==> config.mk <==
export PLATFORM = sky130hd
export DESIGN_NAME = sdff_scan_bank
export DESIGN_NICKNAME = d
export VERILOG_FILES = /design/src/rtl/sdff_scan_pkg.sv /design/src/rtl/sdff_scan_chain.sv /design/src/rtl/sdff_scan_bank.sv
export SDC_FILE = /design/constraint.sdc
export NUM_CORES = 1
export LEC_CHECK = 0
export ABC_CLOCK_PERIOD_IN_PS = 2100
export BUFFER_PORTS_ARGS = -buffer_cell sky130_fd_sc_hd__buf_2
export CAP_MARGIN = 20
export CORE_MARGIN = 2
export CORE_UTILIZATION = 30
export DETAILED_ROUTE_END_ITERATION = 16
export PLACE_DENSITY = 0.54
export SYNTH_ARGS = -nofsm -noshare
export SYNTH_HDL_FRONTEND = slang
export SYNTH_SLANG_ARGS = --single-unit
==> constraint.sdc <==
create_clock -name CLK -period 2.1 [get_ports CLK]
set_input_delay 0.315 -clock CLK [delete_from_list [all_inputs] [get_ports CLK]]
set_output_delay 0.315 -clock CLK [all_outputs]
set_load 0.1 [all_outputs]
==> src/rtl/sdff_scan_pkg.sv <==
// Shared definitions for the mux-scan register bank: geometry helpers and the
// per-edge mode encoding used by the RTL and by its bench.
package sdff_scan_pkg;

    typedef logic [1:0] mode_t;

    localparam mode_t MODE_RESET   = 2'd0;
    localparam mode_t MODE_SHIFT   = 2'd1;
    localparam mode_t MODE_CAPTURE = 2'd2;
    localparam mode_t MODE_HOLD    = 2'd3;

    function automatic int chain_len(input int width, input int chains);
        return width / chains;
    endfunction

    function automatic int cnt_width(input int len);
        return $clog2(len + 1);
    endfunction

    // Reset beats shift, shift beats capture, capture beats hold.
    function automatic mode_t decode_mode(input logic rn, input logic se, input logic e);
        if (!rn) begin
            return MODE_RESET;
        end else if (se) begin
            return MODE_SHIFT;
        end else if (e) begin
            return MODE_CAPTURE;
        end else begin
            return MODE_HOLD;
        end
    endfunction

endpackage

==> src/rtl/sdff_scan_chain.sv <==
// One L-bit mux-scan chain: shifts toward bit 0 with SI entering at the top,
// captures D when enabled, and presents bit 0 as scan-out.
module sdff_scan_chain #(
    parameter int L = 4
) (
    input  logic         CLK,
    input  logic         RN,
    input  logic         SE,
    input  logic         E,
    input  logic [L-1:0] D,
    input  logic         SI,
    input  logic [L-1:0] RESET_VAL,
    output logic [L-1:0] Q,
    output logic         SO
);

    logic [L-1:0] shifted;

    generate
        if (L == 1) begin : g_single
            assign shifted = SI;
        end else begin : g_multi
            assign shifted = {SI, Q[L-1:1]};
        end
    endgenerate

    always_ff @(posedge CLK) begin
        if (!RN) begin
            Q <= RESET_VAL;
        end else if (SE) begin
            Q <= shifted;
        end else if (E) begin
            Q <= D;
        end
    end

    // Unload bit is visible before the first shift edge; no lockup latch.
    assign SO = Q[0];

endmodule

==> src/rtl/sdff_scan_bank.sv <==
// WIDTH-bit mux-scan register bank split into CHAINS equal chains, with a shared
// shift-run counter that flags when a full chain length has been shifted.
module sdff_scan_bank
    import sdff_scan_pkg::*;
#(
    parameter int               WIDTH     = 8,
    parameter int               CHAINS    = 2,
    parameter logic [WIDTH-1:0] RESET_VAL = '0
) (
    input  logic              CLK,
    input  logic              RN,
    input  logic              SE,
    input  logic              E,
    input  logic [WIDTH-1:0]  D,
    input  logic [CHAINS-1:0] SI,
    output logic [WIDTH-1:0]  Q,
    output logic [CHAINS-1:0] SO,
    output logic              SHIFT_DONE
);

    localparam int L  = chain_len(WIDTH, CHAINS);
    localparam int CW = cnt_width(L);
    localparam logic [CW-1:0] L_CNT = CW'(L);

    generate
        if (CHAINS < 1 || CHAINS > WIDTH || (WIDTH % CHAINS) != 0) begin : g_bad_geometry
            $error("sdff_scan_bank: WIDTH must split into CHAINS equal chains");
        end
    endgenerate

    genvar c;
    generate
        for (c = 0; c < CHAINS; c++) begin : g_chain
            sdff_scan_chain #(.L(L)) u_chain (
                .CLK       (CLK),
                .RN        (RN),
                .SE        (SE),
                .E         (E),
                .D         (D[c*L +: L]),
                .SI        (SI[c]),
                .RESET_VAL (RESET_VAL[c*L +: L]),
                .Q         (Q[c*L +: L]),
                .SO        (SO[c])
            );
        end
    endgenerate

    mode_t         mode;
    logic [CW-1:0] cnt;
    logic [CW-1:0] cnt_next;

    assign mode = decode_mode(RN, SE, E);

    // Counts consecutive shift edges, saturating at L; any non-shift edge clears it.
    always_comb begin
        cnt_next = '0;
        case (mode)
            MODE_SHIFT: cnt_next = (cnt == L_CNT) ? cnt : cnt + CW'(1);
            default:    cnt_next = '0;
        endcase
    end

    always_ff @(posedge CLK) begin
        if (!RN) begin
            cnt        <= '0;
            SHIFT_DONE <= 1'b0;
        end else begin
            cnt        <= cnt_next;
            SHIFT_DONE <= (cnt_next == L_CNT);
        end
    end

endmodule

==> summary.txt <==
Run status
  – Status: completed

Yosys
  – Flops & latches, synth: 12
  – Syn avg cell area: 11.2 um2
  – Cell accounting for the most synthesized area: dfxtp_1
  – Synth async-reset ratio: 0%
  – Synth Flop Type: dfxtp_1
  – Ranking of synthesized cells by area: dfxtp_1 36%, mux2_4 18%, o211a_1 12%, or2b_1 6.8%, buf_4 5.7%
  – Syn_nets: 75
  – Number of flops mapped to enable cells by yosys: 0
  – Post-synthesis cell count: 59
  – Sequential area share after synthesis: 36.3%
  – Area share of the largest cell type after synthesis: 36.3%
  – Top post-synthesis cells by count: 12 x dfxtp_1, 8 x mux2_4, 8 x o211a_1
  – Yosys warns: 0
  – Synthesized area: 662 um2
  – Unique masters post-synth: 21
  – Most frequent cell after synthesis: dfxtp_1

Clock tree
  – CTS tree: yes
  – Clock slew at reported path FFs: 0.07 ns
  – Hold_buf cts: 0
  – Clock latency on the worst-skew pair: 0.27 ns
  – Clock buffer depth: 2
  – Post-CTS Setup Inserts: 0
  – CTS Buf Count: 3
  – Clock sinks: 12
  – CTS HTree Levels: 1
  – Number of instances resized during post-cts repair: 0
  – CTS root buf: clkbuf_4

Critical path
  – Crit-path leading delay family: buffers and inverters
  – Worst setup path start: g_chain[0].u_chain.Q[0]
  – Critical Path RT: 1.78 ns
  – Worst reg2reg endpoint: SHIFT_DONE
  – Crit-path max FO: 3
  – Crit. End Element: output pin
  – Slowest cell delay on critical path: 0.44 ns
  – RR Startpoint: cnt[0]
  – Critical path cell sequence: buf_2
  – R2R cell count: 4
  – Crit path kind: reg2out
  – CP startpoint kind: flip-flop
  – Critical Path AT: 1.06 ns
  – R2R setup slack: 0.91 ns
  – Worst-path cell with the longest stage delay: buf_2
  – Worst path bufs/invs: 1
  – Crit path depth: 1
  – Crit path to: SO[0]

STA
  – FMAX: 0.725 GHz
  – Setup Skew: 0.00211 ns
  – Slew @ Worst Pin: 0.487 ns
  – Slew HR: 67.8%
  – Max Slew Vio Count: 0
  – Final Cycle Share: 65.7%
  – Unrepaired setup endpoints after global routing: no
  – Hold_ws: 0.360 ns
  – Setup TNS: 0 ns
  – Min Tclk post-route: 1.38 ns
  – Endpoints failing hold: 0
  – Final setup fails: 0

Cells and area
  – Antenna diodes: 0
  – Layout area overhead: 18.7%
  – Share of layout cells above drive strength 1: 44.3%
  – Nets: 97

Worst hold path
  – Hold path start: SI[0]
  – Tightest Hold Check Type: in2reg
  – Hold Crit Depth: 3

Floorplanning
  – Die Ht: 51.0 um
  – CORE AREA: 2150 um2
  – Core Rows: 17
  – I/O Pins: 25
  – Starting Density: 30.8%
  – Die Footprint: 2600 um2
  – Die X: 51.0 um

Drt
  – Top layer in use: met4
  – Drt wl/cell: 11.4 um
  – Vias: 486
  – Met1 wire length: 547 um
  – Via density: 4.54
  – First-pass detailed-route iteration total: 2
  – Met3 wire len: 72 um
  – Final wirelength: 1220 um
  – Met2 WL: 570 um
  – Initial DRC count: 4
  – Post-route ant nets: 0
  – DR DRC count: 0

GRT
  – GRT Util Overall: 10.7%
  – First-pass GRT wire length: 2050 um
  – Vias in the first global route: 474
  – Initial antenna violation count: 0
  – Gr ovfl total: 0
  – Largest net degree at the start of global routing: 20

Pwr
  – Clock power frac: 24.2%
  – Combinational share of power: 33.0%
  – Power Density: 743 nW/um2
  – Peak VDD IR: 0.292 mV
  – Reg power frac: 42.9%
  – Sw frac: 37.8%
  – Psw: 221 uW
  – Leakage dissipation: 0.000466 uW
  – Internal power: 363 uW

Placement
  – Port Buffers: 24
  – Gp weighted congestion: 0.614

Job
  – Max Cap Viol: 0
[layer usage]
layer | track usage, % | up-vias
li1 | - | 244
met2 | 17.1 | 15
met5 | 0 | -
met3 | 2.63 | 4
met4 | 8.11 | 0
met1 | 12.2 | 223
[registers in the layout (all words and copies together) (netlist names)]
| register | count |
|---|---|
| g_chain.u_chain.Q | 8 |
| cnt | 3 |
| SHIFT_DONE | 1 |
[cells in the final DEF (no fill, tap or decap), drive strengths merged, types with 2 or more instances in the layout]
master	instances
inv	2
clkbuf	3
o211a	8
nand2b	2
buf	24
ha	2
or2b	6
mux2	8
dfxtp	12
and3b	2
[through the flow]
step / util (%) / power [uW] / cell area [um2] / setup WS [ns] / std cells
finish: 36.6 / 584 / 786 / 0.721 / 107
global route: 36.6 / 617 / 786 / 0.664 / 107
CTS: 36.6 / 597 / 786 / 0.704 / 107
detailed placement: 35.5 / 450 / 763 / 0.875 / 104
global placement: 35.5 / 448 / 763 / 0.896 / 104
floorplan: - / 426 / 662 / 0.705 / 59
[cell type report]
class	count	area, um2
clock buffers	3	22.5
fillers	219	1360
inverters	2	7.51
multi-input cells	38	360
flip-flops and latches	12	240
well taps	28	35.0
repair buffers	24	120
[worst reg2reg max path: cells and delay by family (launching register included)]
kind	cells	cell delay [ns]
AO/OA/AOI/OAI	1	0.16
adder cells (fa/ha/maj)	1	0.30
buffers and inverters	1	0.07
flip-flops	1	0.39
AND/OR/NAND/NOR	1	0.22
[power groups by stage]
| stage | clock network [uW] | registers (uW) | logic (uW) |
|---|---|---|---|
| 2_1_floorplan | 0 | 319 | 107 |
| 3_3_place_gp | 0 | 256 | 192 |
| 3_5_place_dp | 0 | 256 | 194 |
| 4_1_cts | 151 | 251 | 194 |
| 5_1_grt | 163 | 253 | 201 |
| 6_report | 141 | 251 | 192 |
[cells by family (layout without fill, tap and decap cells)]
kind of cell	count (synthesis)	after routing	synth area share, %
AO/OA/AOI/OAI	11	11	15.5
adder cells (fa/ha/maj)	2	2	3.78
buffers and inverters	9	29	9.26
flip-flops	12	12	36.3
multiplexers	8	8	18.1
AND/OR/NAND/NOR	17	17	17.0
[worst min path at each step]
stage	endpoint	slack [ns]
3_3_place_gp	cnt[0]	0.50
2_1_floorplan	cnt[0]	0.48
4_1_cts	g_chain[0].u_chain.Q[3]	0.35
6_report	g_chain[0].u_chain.Q[3]	0.36
3_5_place_dp	cnt[0]	0.51
5_1_grt	g_chain[0].u_chain.Q[3]	0.36
No activity file was read; power rests on OpenSTA's default activity.
